$ cat src/rtl/fb_pkg.sv
// fb_pkg: shared timing defaults, counter sizing helpers and pixel-word layout
// for the framebuffer scan-out engine.
package fb_pkg;

  // Default 640x480 @ 60 Hz timing
  localparam int DEF_H_ACTIVE = 640;
  localparam int DEF_H_FP     = 16;
  localparam int DEF_H_SYNC   = 96;
  localparam int DEF_H_BP     = 48;
  localparam int DEF_V_ACTIVE = 480;
  localparam int DEF_V_FP     = 10;
  localparam int DEF_V_SYNC   = 2;
  localparam int DEF_V_BP     = 33;

  // Channel slots inside a RAM word; the word is packed {b,g,r}
  localparam int FIELD_R = 0;
  localparam int FIELD_G = 1;
  localparam int FIELD_B = 2;

  // Control bits that travel down the latency-matching delay line
  typedef struct packed {
    logic de;
    logic hs;
    logic vs;
  } vid_ctl_t;

  localparam vid_ctl_t CTL_IDLE = '{de: 1'b0, hs: 1'b1, vs: 1'b1};

  function automatic int h_total(input int act, input int fp, input int sync, input int bp);
    return act + fp + sync + bp;
  endfunction

  function automatic int v_total(input int act, input int fp, input int sync, input int bp);
    return act + fp + sync + bp;
  endfunction

  // One spare code so sync-end comparisons never alias back to zero
  function automatic int cnt_width(input int total);
    return $clog2(total + 1);
  endfunction

endpackage

$ cat src/rtl/fb_scanout_if.sv
// fb_scanout_if: read port B of the dual-port frame RAM.
interface fb_scanout_if #(
  parameter int ADDR_W = 19,
  parameter int DATA_W = 12
);
  logic [ADDR_W-1:0] rd_addr;
  logic              rd_en;
  logic [DATA_W-1:0] rd_data;

  modport master (output rd_addr, output rd_en, input rd_data);
  modport slave  (input rd_addr, input rd_en, output rd_data);
endinterface

$ cat src/rtl/vga_timing_gen.sv
// vga_timing_gen: stage-0 pixel/line counters with raw sync, active flags and
// the frame-start pulse. Everything advances only on pix_ce ticks.
module vga_timing_gen import fb_pkg::*; #(
  parameter int H_ACTIVE = DEF_H_ACTIVE,
  parameter int H_FP     = DEF_H_FP,
  parameter int H_SYNC   = DEF_H_SYNC,
  parameter int H_BP     = DEF_H_BP,
  parameter int V_ACTIVE = DEF_V_ACTIVE,
  parameter int V_FP     = DEF_V_FP,
  parameter int V_SYNC   = DEF_V_SYNC,
  parameter int V_BP     = DEF_V_BP,
  localparam int HW = cnt_width(h_total(H_ACTIVE, H_FP, H_SYNC, H_BP)),
  localparam int VW = cnt_width(v_total(V_ACTIVE, V_FP, V_SYNC, V_BP))
) (
  input  logic          clk,
  input  logic          reset,
  input  logic          pix_ce,
  output logic [HW-1:0] hcnt,
  output logic          active,
  output logic          hs_raw,
  output logic          vs_raw,
  output logic          origin,
  output logic          line_end,
  output logic          odd_line,
  output logic          frame_start,
  output logic          vblank
);

  localparam int H_TOTAL = h_total(H_ACTIVE, H_FP, H_SYNC, H_BP);
  localparam int V_TOTAL = v_total(V_ACTIVE, V_FP, V_SYNC, V_BP);

  localparam logic [HW-1:0] H_ACT  = HW'(H_ACTIVE);
  localparam logic [HW-1:0] H_LAST = HW'(H_TOTAL - 1);
  localparam logic [HW-1:0] HS_BEG = HW'(H_ACTIVE + H_FP);
  localparam logic [HW-1:0] HS_END = HW'(H_ACTIVE + H_FP + H_SYNC);
  localparam logic [VW-1:0] V_ACT  = VW'(V_ACTIVE);
  localparam logic [VW-1:0] V_LAST = VW'(V_TOTAL - 1);
  localparam logic [VW-1:0] VS_BEG = VW'(V_ACTIVE + V_FP);
  localparam logic [VW-1:0] VS_END = VW'(V_ACTIVE + V_FP + V_SYNC);

  logic [VW-1:0] vcnt;

  // Decode the current counter position into area, sync and origin flags
  always_comb begin
    active   = (hcnt < H_ACT) && (vcnt < V_ACT);
    hs_raw   = !((hcnt >= HS_BEG) && (hcnt < HS_END));
    vs_raw   = !((vcnt >= VS_BEG) && (vcnt < VS_END));
    origin   = (hcnt == '0) && (vcnt == '0);
    line_end = (hcnt == H_LAST);
    odd_line = vcnt[0];
  end

  // Raster counters, frame-start pulse and vblank flag
  always_ff @(posedge clk) begin
    if (reset) begin
      hcnt        <= '0;
      vcnt        <= '0;
      frame_start <= 1'b0;
      vblank      <= 1'b0;
    end else begin
      frame_start <= pix_ce & origin;
      if (pix_ce) begin
        vblank <= (vcnt >= V_ACT);
        if (hcnt == H_LAST) begin
          hcnt <= '0;
          vcnt <= (vcnt == V_LAST) ? '0 : vcnt + 1'b1;
        end else begin
          hcnt <= hcnt + 1'b1;
        end
      end
    end
  end

endmodule

$ cat src/rtl/fb_scanout.sv
// fb_scanout: VGA scan-out engine. Generates read addresses into the frame RAM
// (1x or 2x replicated, frame-latched base), then delays de/hsync/vsync by the
// RAM latency plus the colour register so every pin lines up with its pixel.
module fb_scanout import fb_pkg::*; #(
  parameter int H_ACTIVE = DEF_H_ACTIVE,
  parameter int H_FP     = DEF_H_FP,
  parameter int H_SYNC   = DEF_H_SYNC,
  parameter int H_BP     = DEF_H_BP,
  parameter int V_ACTIVE = DEF_V_ACTIVE,
  parameter int V_FP     = DEF_V_FP,
  parameter int V_SYNC   = DEF_V_SYNC,
  parameter int V_BP     = DEF_V_BP,
  parameter int ADDR_W   = 19,
  parameter int CH_W     = 4,
  parameter int RAM_LAT  = 1,
  localparam int HW = cnt_width(h_total(H_ACTIVE, H_FP, H_SYNC, H_BP))
) (
  input  logic              clk,
  input  logic              reset,
  input  logic              pix_ce,
  input  logic              scale,
  input  logic [ADDR_W-1:0] base_addr,
  fb_scanout_if.master      ram,
  output logic              hsync,
  output logic              vsync,
  output logic              de,
  output logic [CH_W-1:0]   r,
  output logic [CH_W-1:0]   g,
  output logic [CH_W-1:0]   b,
  output logic              frame_start,
  output logic              vblank
);

  if ((H_ACTIVE % 2) != 0 || (V_ACTIVE % 2) != 0) begin : g_geom_err
    $error("fb_scanout: H_ACTIVE and V_ACTIVE must be even");
  end
  if (RAM_LAT < 1 || RAM_LAT > 3) begin : g_lat_err
    $error("fb_scanout: RAM_LAT must be in 1..3");
  end

  localparam logic [ADDR_W-1:0] STEP_1X = ADDR_W'(H_ACTIVE);
  localparam logic [ADDR_W-1:0] STEP_2X = ADDR_W'(H_ACTIVE / 2);

  logic [HW-1:0]     hcnt;
  logic              active, hs_raw, vs_raw, origin, line_end, odd_line;
  logic              scale_r;
  logic [ADDR_W-1:0] line_base_r, addr_r;
  vid_ctl_t          ctl_r;
  vid_ctl_t          dly_r [RAM_LAT];
  logic              scale_cur;
  logic [ADDR_W-1:0] base_cur, col, addr_nxt, line_step;

  vga_timing_gen #(
    .H_ACTIVE(H_ACTIVE), .H_FP(H_FP), .H_SYNC(H_SYNC), .H_BP(H_BP),
    .V_ACTIVE(V_ACTIVE), .V_FP(V_FP), .V_SYNC(V_SYNC), .V_BP(V_BP)
  ) u_timing (
    .clk(clk), .reset(reset), .pix_ce(pix_ce), .hcnt(hcnt), .active(active),
    .hs_raw(hs_raw), .vs_raw(vs_raw), .origin(origin), .line_end(line_end),
    .odd_line(odd_line), .frame_start(frame_start), .vblank(vblank)
  );

  assign ram.rd_addr = addr_r;
  assign ram.rd_en   = ctl_r.de;

  // Address of the current pixel; at the origin the live inputs stand in for
  // the shadows that are being loaded on that same tick
  always_comb begin
    scale_cur = scale_r;
    base_cur  = line_base_r;
    if (origin) begin
      scale_cur = scale;
      base_cur  = base_addr;
    end else begin
      scale_cur = scale_r;
      base_cur  = line_base_r;
    end
    if (scale_cur) col = ADDR_W'(hcnt >> 1);
    else           col = ADDR_W'(hcnt);
    addr_nxt = base_cur + col;
    // In 2x mode each source row is shown twice, so only odd lines advance it
    if (!scale_r)      line_step = STEP_1X;
    else if (odd_line) line_step = STEP_2X;
    else               line_step = '0;
  end

  // Frame shadows, incremental line base, fetch address and stage-1 control
  always_ff @(posedge clk) begin
    if (reset) begin
      scale_r     <= 1'b0;
      line_base_r <= '0;
      addr_r      <= '0;
      ctl_r       <= CTL_IDLE;
    end else if (pix_ce) begin
      if (origin) begin
        scale_r     <= scale;
        line_base_r <= base_addr;
      end else if (line_end) begin
        line_base_r <= line_base_r + line_step;
      end
      if (active) addr_r <= addr_nxt;
      ctl_r <= '{de: active, hs: hs_raw, vs: vs_raw};
    end
  end

  // Delay control by the RAM latency, then register it together with colour
  always_ff @(posedge clk) begin
    if (reset) begin
      for (int i = 0; i < RAM_LAT; i++) dly_r[i] <= CTL_IDLE;
      de    <= 1'b0;
      hsync <= 1'b1;
      vsync <= 1'b1;
      r     <= '0;
      g     <= '0;
      b     <= '0;
    end else if (pix_ce) begin
      dly_r[0] <= ctl_r;
      for (int i = 1; i < RAM_LAT; i++) dly_r[i] <= dly_r[i-1];
      de    <= dly_r[RAM_LAT-1].de;
      hsync <= dly_r[RAM_LAT-1].hs;
      vsync <= dly_r[RAM_LAT-1].vs;
      if (dly_r[RAM_LAT-1].de) begin
        r <= ram.rd_data[FIELD_R*CH_W +: CH_W];
        g <= ram.rd_data[FIELD_G*CH_W +: CH_W];
        b <= ram.rd_data[FIELD_B*CH_W +: CH_W];
      end else begin
        r <= '0;
        g <= '0;
        b <= '0;
      end
    end
  end

endmodule

$ cat src/flat_wrapper.sv
// flat-port wrapper written by rule: the top's interface ports become plain ports
module fb_scanout_flat import fb_pkg::*;
#(
  parameter int H_ACTIVE = DEF_H_ACTIVE,
  parameter int H_FP     = DEF_H_FP,
  parameter int H_SYNC   = DEF_H_SYNC,
  parameter int H_BP     = DEF_H_BP,
  parameter int V_ACTIVE = DEF_V_ACTIVE,
  parameter int V_FP     = DEF_V_FP,
  parameter int V_SYNC   = DEF_V_SYNC,
  parameter int V_BP     = DEF_V_BP,
  parameter int ADDR_W   = 19,
  parameter int CH_W     = 4,
  parameter int RAM_LAT  = 1,
  localparam int HW = cnt_width(h_total(H_ACTIVE, H_FP, H_SYNC, H_BP))
)
  (clk, reset, pix_ce, scale, base_addr, hsync, vsync, de, r, g, b, frame_start, vblank, ram_rd_addr, ram_rd_en, ram_rd_data);
  fb_scanout_if #(.ADDR_W(ADDR_W), .DATA_W(3*CH_W)) ram_i ();
  input  logic clk;
  input  logic reset;
  input  logic pix_ce;
  input  logic scale;
  input  logic [ADDR_W-1:0] base_addr;
  output logic hsync;
  output logic vsync;
  output logic de;
  output logic [CH_W-1:0] r;
  output logic [CH_W-1:0] g;
  output logic [CH_W-1:0] b;
  output logic frame_start;
  output logic vblank;
  output wire logic [$bits(ram_i.rd_addr)-1:0] ram_rd_addr;
  output wire logic [$bits(ram_i.rd_en)-1:0] ram_rd_en;
  input wire logic [$bits(ram_i.rd_data)-1:0] ram_rd_data;
  assign ram_rd_addr = ram_i.rd_addr;
  assign ram_rd_en = ram_i.rd_en;
  assign ram_i.rd_data = ram_rd_data;
  fb_scanout #(.H_ACTIVE(H_ACTIVE), .H_FP(H_FP), .H_SYNC(H_SYNC), .H_BP(H_BP), .V_ACTIVE(V_ACTIVE), .V_FP(V_FP), .V_SYNC(V_SYNC), .V_BP(V_BP), .ADDR_W(ADDR_W), .CH_W(CH_W), .RAM_LAT(RAM_LAT)) u_core (.clk(clk), .reset(reset), .pix_ce(pix_ce), .scale(scale), .base_addr(base_addr), .ram(ram_i), .hsync(hsync), .vsync(vsync), .de(de), .r(r), .g(g), .b(b), .frame_start(frame_start), .vblank(vblank));
endmodule
$ cat config.mk
export PLATFORM = sky130hd
export DESIGN_NAME = fb_scanout_flat
export DESIGN_NICKNAME = d
export VERILOG_FILES = /design/src/rtl/fb_pkg.sv /design/src/rtl/fb_scanout_if.sv /design/src/rtl/vga_timing_gen.sv /design/src/rtl/fb_scanout.sv /design/src/flat_wrapper.sv
export SDC_FILE = /design/constraint.sdc
export NUM_CORES = 1
export LEC_CHECK = 0
export BUFFER_PORTS_ARGS = -buffer_cell sky130_fd_sc_hd__buf_2
export CAP_MARGIN = 20
export CORE_UTILIZATION = 45
export CTS_BUF_LIST = sky130_fd_sc_hd__clkbuf_2 sky130_fd_sc_hd__clkbuf_4 sky130_fd_sc_hd__clkbuf_8
export DETAILED_ROUTE_END_ITERATION = 10
export GPL_TIMING_DRIVEN = 0
export PLACE_DENSITY = 0.65
export REMOVE_ABC_BUFFERS = 1
export SLEW_MARGIN = 40
export SYNTH_ARGS = -nofsm -noshare
export SYNTH_HDL_FRONTEND = slang
export SYNTH_SLANG_ARGS = --single-unit
$ cat constraint.sdc
create_clock -name clk -period 8.21 [get_ports clk]
set_input_delay 0.4105 -clock clk [delete_from_list [all_inputs] [get_ports clk]]
set_output_delay 0.4105 -clock clk [all_outputs]
set_load 0.005 [all_outputs]
* Yosys cells after proc, flatten, opt, wreduce, memory -nomap -nowiden
Memory sizes are Yosys's and may differ from the RTL's. Cells that the tools add are included.
Storage, ports and cells: output and inout port bits 37, memories 1, logic and storage cells 63, input bits 35, register bits 79, bits in writable memories 3
Operators by class: add/subtract/negate cells 4, multiplexer cells 19, reduce and logical (&&, ||, !) cells 13, equality and inequality tests 2, bitwise gates (word level) 1, magnitude comparators 7
Memories:
- u_core.dly_r | depth 1, width 3, rd ports 1, clocked after memory_dff 0, wr ports 1, line fb_scanout.sv:49 | vid_ctl_t dly_r [RAM_LAT];
Operators with widths (count):
- $mux 19 | 4
- $mux 10 | 3
- $add 10x1->10 const B | 2
- $eq 10x10->1 const B | 2
- $ge 10x9->1 const B | 2
- $logic_not 10->1 | 2
- $lt 10x10->1 const B | 2
- $lt 10x9->1 const B | 2
- $add 19x10->19 | 1
- $add 19x19->19 | 1
- $mux 4 | 3
- $ge 10x10->1 const B | 1
- $mux 9 | 1
- $mux 1 | 7
- $reduce_and 2->1 | 3
- $logic_and 1x1->1 | 4
- $mux 3 | 1
- $reduce_or 3->1 | 1
- $logic_not 1->1 | 2
- $reduce_bool 2->1 | 1
- $and 1x1->1 | 1

* Longest topological paths before layout
Gate-level depths: netlist of run 1.
depth in word-level cells 5, gate-level depth with buffers 18, mapped depth without buffers 16

* Hierarchy
Synthesis of run 1 repeated with hierarchy kept, for this count alone.
Second synthesis, totals: cell total of the unflattened synthesis 593, area total of the unflattened synthesis 4895.9 um^2
By module, submodules not included:
- fb_scanout | area each 3661.0 um^2, times used 1, seq. area each 1231.2 um^2, cells each 450
- vga_timing_gen | area each 1234.9 um^2, times used 1, seq. area each 440.4 um^2, cells each 143

* Worst setup path after synthesis of run 1
No wires, ideal clock.
path kind register -> register, start register u_core.u_timing.hcnt[5], end register u_core.addr_r[10] (netlist: u_core.ram.rd_addr[10]), arrival 3758 ps, library setup time 91 ps, slack 4361 ps, cell stages (with the launch flop) 18, required time 8119 ps, period minus slack after synthesis 3849 ps, path buffers 4, cells stage by stage dfxtp_1 buf_6 or3_4 and4b_1 buf_6 nand2_2 buf_2 clkbuf_1 nand2_1 nand2_1 ha_1 fa_1 a21o_1 a311o_1 a21oi_1 o21ai_0 a21o_1 a311oi_1
Between the ends: cells in the longest elaborated chain, start to end 5, elaborated cells on any way between the ends 9, classes of those cells add/sub: 1; order compare: 1; mux: 3; reduce/logical: 4
Ends and longest elaborated chain:
- from (decl) | line vga_timing_gen.sv:18 | output logic [HW-1:0] hcnt,
- from (signal assigned) | line vga_timing_gen.sv:68 | hcnt <= hcnt + 1'b1;
- $logic_not 10->1 | line vga_timing_gen.sv:48 | origin = (hcnt == '0) && (vcnt == '0);
- $logic_and 1x1->1 | line vga_timing_gen.sv:48
- $mux 1 | line fb_scanout.sv:70 | if (origin) begin
- $mux 10 | line fb_scanout.sv:77 | if (scale_cur) col = ADDR_W'(hcnt >> 1);
- $add 19x10->19 | line fb_scanout.sv:79 | addr_nxt = base_cur + col;
- to (signal assigned) | line fb_scanout.sv:100 | if (active) addr_r <= addr_nxt;
- to (decl) | line fb_scanout.sv:47 | logic [ADDR_W-1:0] line_base_r, addr_r;
Several ways; a longest one is shown, not always the timed one. A chain may end at the register's enable or synchronous reset.

* Final worst setup path of run 1
start register u_core.u_timing.hcnt[0], end register u_core.addr_r[10] (netlist: u_core.ram.rd_addr[10])
The elaborated chain is that of the path after synthesis.

==> results of run 1 <==
## synthesized netlist by cell type, drive strengths merged, types with 2 or more instances
library cell	number	area (sq um)
a2111oi	2	17.5
a211o	5	43.8
a211oi	9	72.6
a21o	10	75.1
a21oi	46	234
a22oi	13	97.6
a311o	4	40.0
a311oi	3	26.3
a31oi	4	25.0
and2	6	37.5
and3	11	73.8
and4b	2	21.3
buf	15	118
clkbuf	22	124
dfxtp	79	1580
edfxtp	3	90.1
fa	2	40.0
ha	19	238
inv	16	60.1
mux2	8	90.1
mux2i	8	80.1
nand2	91	344
nand3	18	103
nand3b	10	75.1
nand4	11	75.1
nand4b	2	32.5
nor2	62	243
nor2b	4	25.0
nor3	13	76.3
nor3b	3	22.5
nor4	9	71.3
nor4b	4	50.1
o211ai	6	60.1
o21a	4	30.0
o21ai	24	120
o21bai	2	15.0
o31ai	3	22.5
or2	7	43.8
or3	7	48.8
xnor2	9	78.8
xor2	14	123
## power by group
group	switching [mW]	leakage [nW]	internal [mW]
Sequential	0.0136	0.671	0.419
Clock	0.168	0.0962	0.124
Combinational	0.100	1.53	0.0667
Total	0.281	2.30	0.609
## worst reg2reg max path: stages, from the launching register on
cell and delay, ps:
dfxtp_1 360, inv_1 90, ha_1 160, nor4b_4 280, and4b_1 550, a21oi_1 150, a21oi_2 520, o21ai_0 210
ha_1 290, fa_1 420, a21o_1 190, a311o_1 360, a21oi_1 260, o21ai_0 300, a21o_1 250, a311oi_1 230
## per-layer routing
layer	vias up	GRT usage
met2	129	0.368
met3	13	0.0456
met1	2053	0.291
li1	2246	-
met5	-	0
met4	0	0.0724
## per-stage QoR
| stage | utilization | area [sq um] | hold slack, ps | instances | worst slack (ps) |
|---|---|---|---|---|---|
| after floorplan | - | 4710 | 426 | 565 | 4200 |
| after global placement | 0.499 | 5240 | 439 | 772 | 3410 |
| after detailed placement | 0.499 | 5250 | 445 | 772 | 3410 |
| after CTS | 0.518 | 5440 | 248 | 788 | 3380 |
| after global routing | 0.520 | 5460 | 259 | 789 | 3160 |
| final | 0.520 | 5460 | 266 | 789 | 3510 |
## state kept, by name, summed over array words and instances, names as in the netlist
name / flops
u_core.b: 4
u_core.ctl_r: 2
u_core.de: 1
u_core.dly_r: 3
u_core.g: 4
u_core.hsync: 1
u_core.line_base_r: 19
u_core.r: 4
u_core.ram.rd_addr: 19
u_core.ram.rd_en: 1
u_core.scale_r: 1
u_core.u_timing.frame_start: 1
u_core.u_timing.hcnt: 10
u_core.u_timing.vblank: 1
u_core.u_timing.vcnt: 10
u_core.vsync: 1
## cell families (layout without fill, tap and decap cells)
| group | Yosys count | in the layout |
|---|---|---|
| buf+inv | 53 | 104 |
| xor+xnor | 23 | 23 |
| fa+ha+maj | 21 | 21 |
| simple gates | 264 | 264 |
| flops | 82 | 82 |
| mux | 16 | 16 |
| compound gates | 143 | 143 |
## layout make-up
type / count / area (sq um)
Multi-Input combinational cell: 467 / 2990
Inverter: 16 / 60.1
Timing Repair Buffer: 72 / 373
Clock buffer: 10 / 138
Fill cell: 1011 / 5050
Clock inverter: 6 / 58.8
Tap cell: 136 / 170
Sequential cell: 82 / 1670
## final timing paths
| path | endpoint | slack, ps |
|---|---|---|
| worst max-delay path | u_core.ram.rd_addr[10] | 3510 |
| worst min-delay path | u_core.b[3] | 270 |
| worst max register to register | u_core.ram.rd_addr[10] | 3510 |
| worst min register to register | u_core.ram.rd_addr[6] | 450 |
==> impl_metrics.env, run 1 <==
export IMPL_area_growth_pct=10.2
export IMPL_grt_antenna_before_repair=0
export IMPL_cp_end_kind="flip-flop"
export IMPL_arrival_ps=4990
export IMPL_cts_resized=0
export IMPL_final_common_cell="nand2_1"
export IMPL_worst_slew_pin_slew_ps=778
export IMPL_synthXorXnorAreaFrac=0.0406
export IMPL_io_buffers=71
export IMPL_ios=72
export IMPL_synth_simple_area_share=0.277
export IMPL_start_util=0.472
export IMPL_nNetsFinal=704
export IMPL_ctsHoldBuffers=0
export IMPL_h_tree_depth=3
export IMPL_synthFlopType="dfxtp_1"
export IMPL_dr_wl_met2_um=5610
export IMPL_syn_instance_count=602
export IMPL_synthMuxAreaShare=0.0343
export IMPL_die_x_um=107
export IMPL_cts_buffers=9
export IMPL_cp_max_fo=13
export IMPL_wl_per_cell_um=15.4
export IMPL_core_sq_um=10500
export IMPL_yosysWarnings=0
export IMPL_dieArea_sq_um=11400
export IMPL_outcome="complete, no violations"
export IMPL_fin_crit_ps=4700
export IMPL_critPathBufInv=1
export IMPL_synth_cell_types=76
export IMPL_crit_type="flip-flop to flip-flop"
export IMPL_dr_pass1_iters=5
export IMPL_clock_skew_ps=14.4
export IMPL_track_usage=0.223
export IMPL_required_ps=8500
export IMPL_first_iter_violations=208
export IMPL_layout_drive_gt1_share=0.191
export IMPL_grt_pass1_vias=4272
export IMPL_clk_path_buf_depth=2
export IMPL_wl_um=12100
export IMPL_grt_first_pass_wirelength_um=20200
export IMPL_insertion_delay_ps=380
export IMPL_grt_max_degree=74
export IMPL_slowest_stage="and4b_1"
export IMPL_power_mw=0.891
export IMPL_worst_hold_path_type="input port to flip-flop"
export IMPL_wl_met3_um=831
export IMPL_netlist_area_sq_um=4960
export IMPL_rows=37
export IMPL_gr_total_overflow=0
export IMPL_cpPeakStageDelay_ps=550
export IMPL_via_per_inst=5.63
export IMPL_clk_pin_slew_worst_paths_ps=90
export IMPL_routed_via_count=4441
export IMPL_r2r_start="u_core.u_timing.hcnt[0]"
export IMPL_routabilityCongestion=0.866
export IMPL_worstSetupStartpoint="u_core.u_timing.hcnt[0]"
export IMPL_cts_tree="yes"
export IMPL_critPathLaunchType="flip-flop"
export IMPL_clock_fmax_mhz=213
export IMPL_post_cts_buffers=0
export IMPL_hold_violations=0
export IMPL_ys_seq_elements=82
export IMPL_synth_compound_area_frac=0.193
export IMPL_mostFrequentLayoutCells="90 x nand2_1, 79 x dfxtp_1, 70 x buf_2"
export IMPL_ant_nets=0
export IMPL_ys_seq_area_frac=0.337
export IMPL_async_reset_ff_frac=0
export IMPL_reg2reg_depth=15
export IMPL_ir_drop_uv=90.8
export IMPL_crit_chain="inv_1, ha_1, nor4b_4, and4b_1, a21oi_1, a21oi_2, o21ai_0, ha_1, fa_1, a21o_1, a311o_1, a21oi_1, o21ai_0, a21o_1, a311oi_1"
export IMPL_top_layer="met4"
export IMPL_min_path_cells=3
export IMPL_setup_viol_count_final=0
export IMPL_syn_area_per_cell_sq_um=8.23
export IMPL_min_period_over_period=0.573
export IMPL_wl_met1_um=5540
export IMPL_cp_num_cells=15
export IMPL_setup_tns_ps=0
export IMPL_power_leakage_nw=2.30
export IMPL_synth_edff_count=3
export IMPL_p_per_area_nw_per_um2=163
export IMPL_cts_root_buf="clkbuf_8"
export IMPL_report_final_slew_viol_count=0
export IMPL_slew_headroom=0.482
export IMPL_cts_sinks=82
export IMPL_drc=0
export IMPL_synth_adder_area_share=0.0560
export IMPL_drv_cap=0
export IMPL_critPathTopFamily="compound AO/OA/AOI/OAI gates"
export IMPL_post_dp_hpwl_um=8560
export IMPL_rsz0062_at_grt="no"
export IMPL_diodes=0
export IMPL_synth_top_family_by_area="simple AND/OR/NAND/NOR gates"
export IMPL_die_height_um=107
export IMPL_hp_start="ram_rd_data[11]"
Note: power is estimated with default switching activity, not from simulation.
==> inputs of run 2 (changes only) <==
clock period = 4.69 ns   (was 8.21 ns; I/O delays follow)
==> run 2 against run 1 <==
Effect of this change:
- global-route usage up 0.20 points
- clock-buffer cell count unchanged
- clock skew up 2.0 ps
- first-iteration DRC count up 30%
- core utilization up 0.35 points
- maximum frequency up 8.9%
- design area up 0.66%
- sequential power up 75%
- via count up 1.7%
- critical endpoint unchanged
- largest power group unchanged
==> impl_metrics.env, run 2 (synthesis results as in run 1) <==
export IMPL_cts_buffers=9
export IMPL_clock_skew_ps=16.4
export IMPL_grt_first_pass_wirelength_um=20400
export IMPL_die_height_um=107
export IMPL_grt_pass1_vias=4283
export IMPL_nNetsFinal=708
export IMPL_clk_pin_slew_worst_paths_ps=90
export IMPL_fin_crit_ps=4320
export IMPL_fill_cells=1002
export IMPL_h_tree_depth=3
export IMPL_cp_end_kind="flip-flop"
export IMPL_final_common_cell="nand2_1"
export IMPL_routed_via_count=4515
export IMPL_clockPowerShare=0.326
export IMPL_ios=72
export IMPL_ir_drop_uv=167
export IMPL_grt_antenna_before_repair=0
export IMPL_p_per_area_nw_per_um2=286
export IMPL_cpPeakStageDelay_ps=490
export IMPL_critPathLaunchType="flip-flop"
export IMPL_clk_path_buf_depth=2
export IMPL_crit_chain="or3_4, and4b_2, a21oi_1, a21oi_4, mux2_2, fa_1, a21o_1, a311o_1, a21oi_1, o21ai_1, a21o_1, a311oi_1"
export IMPL_slowest_stage="and4b_2"
export IMPL_place_area_sq_um=5250
export IMPL_rsz0062_at_grt="no"
export IMPL_wl_per_cell_um=15.5
export IMPL_cp_max_fo=13
export IMPL_crit_type="flip-flop to flip-flop"
export IMPL_seq_area_sq_um=1670
export IMPL_dr_pass1_iters=5
export IMPL_pwr_share_comb=0.192
export IMPL_fin_util=0.523
export IMPL_post_dp_hpwl_um=8560
export IMPL_setup_tns_ps=0
export IMPL_dieArea_sq_um=11400
export IMPL_slew_headroom=0.495
export IMPL_gr_total_overflow=0
export IMPL_cts_sinks=82
export IMPL_die_x_um=107
export IMPL_worstSetupStartpoint="u_core.u_timing.hcnt[5]"
export IMPL_rows=37
export IMPL_diodes=0
export IMPL_multi_input_area_sq_um=3010
export IMPL_insertion_delay_ps=380
export IMPL_layout_drive_gt1_share=0.199
export IMPL_power_switching_mw=0.501
export IMPL_drc=0
export IMPL_area_growth_pct=10.9
export IMPL_hold_violations=0
export IMPL_r2r_start="u_core.u_timing.hcnt[5]"
export IMPL_grt_max_degree=74
export IMPL_track_usage=0.225
export IMPL_first_iter_violations=270
export IMPL_worst_hold_path_type="input port to flip-flop"
export IMPL_ant_nets=0
export IMPL_fin_hold_ws_ps=88.9
export IMPL_via_per_inst=5.69
export IMPL_switching_share=0.319
export IMPL_cts_root_buf="clkbuf_8"
export IMPL_cts_tree="yes"
export IMPL_worst_slew_pin_slew_ps=758
export IMPL_wl_um=12300
export IMPL_io_buffers=71
export IMPL_power_leakage_nw=2.31
export IMPL_outcome="complete, no violations"
export IMPL_intPower_mw=1.07
export IMPL_arrival_ps=4610
export IMPL_ctsHoldBuffers=0
export IMPL_start_util=0.472
export IMPL_clock_fmax_mhz=232
export IMPL_mostFrequentLayoutCells="90 x nand2_1, 79 x dfxtp_1, 70 x buf_2"
export IMPL_core_sq_um=10500
export IMPL_min_period_over_period=0.921
export IMPL_drv_cap=0
export IMPL_required_ps=4980
export IMPL_seqPwrFrac=0.482
export IMPL_hp_start="ram_rd_data[11]"
export IMPL_setup_viol_count_final=0
export IMPL_report_final_slew_viol_count=0
export IMPL_routabilityCongestion=0.866
export IMPL_final_area_sq_um=5500
run 2: layer usage:
| metal | part of all wire | GRT usage |
|---|---|---|
| met1 | 0.46 | 0.295 |
| met2 | 0.46 | 0.369 |
| met3 | 0.067 | 0.0462 |
| met4 | 0.014 | 0.0734 |
| met5 | 0 | 0 |
run 2: metrics by stage:
stage / power, mW / setup WS (ps) / instances
final: 1.57 / 370 / 793
after floorplan: 0.957 / 676 / 565
after detailed placement: 1.06 / -108 / 772
after global placement: 1.05 / -107 / 772
after global routing: 1.66 / 109 / 793
after CTS: 1.58 / 123 / 789
run 2: worst max-delay path, delay by kind of cell, from the launching register on:
family	cells	cell delay [ps]
multiplexers	1	420
flip-flops	1	410
AO/OA/AOI/OAI	8	1960
AND/OR/NAND/NOR	2	950
adder cells (fa/ha/maj)	1	460
run 2: worst paths after layout:
kind,end,slack [ps],cells past startpoint
max reg2reg,u_core.ram.rd_addr[10],370,12
min reg2reg,u_core.ram.rd_addr[6],460,2
max,u_core.ram.rd_addr[10],370,12
min,u_core.b[3],90,3
run 2: power by group through the flow:
stage / logic [mW] / registers, mW / clock network [mW]
after floorplan: 0.186 / 0.771 / 0
after global placement: 0.283 / 0.772 / 0
after detailed placement: 0.288 / 0.774 / 0
after CTS: 0.293 / 0.758 / 0.529
after global routing: 0.336 / 0.763 / 0.558
final: 0.301 / 0.758 / 0.513
run 2: cell type report:
cell class,count,share of cell area
Tap cell,136,0.0310
Clock inverter,6,0.0107
Clock buffer,10,0.0250
Sequential cell,82,0.304
Inverter,16,0.0109
Timing Repair Buffer,75,0.0706
Multi-Input combinational cell,468,0.548
run 2: timing repair:
action | 4_1_cts | 5_1_grt
setup buffers | 0 | 4
resized for setup | 1 | 4
endpoints found under the setup margin | 3 | 3
cloned | 1 | 0
pin swaps | 1 | 1
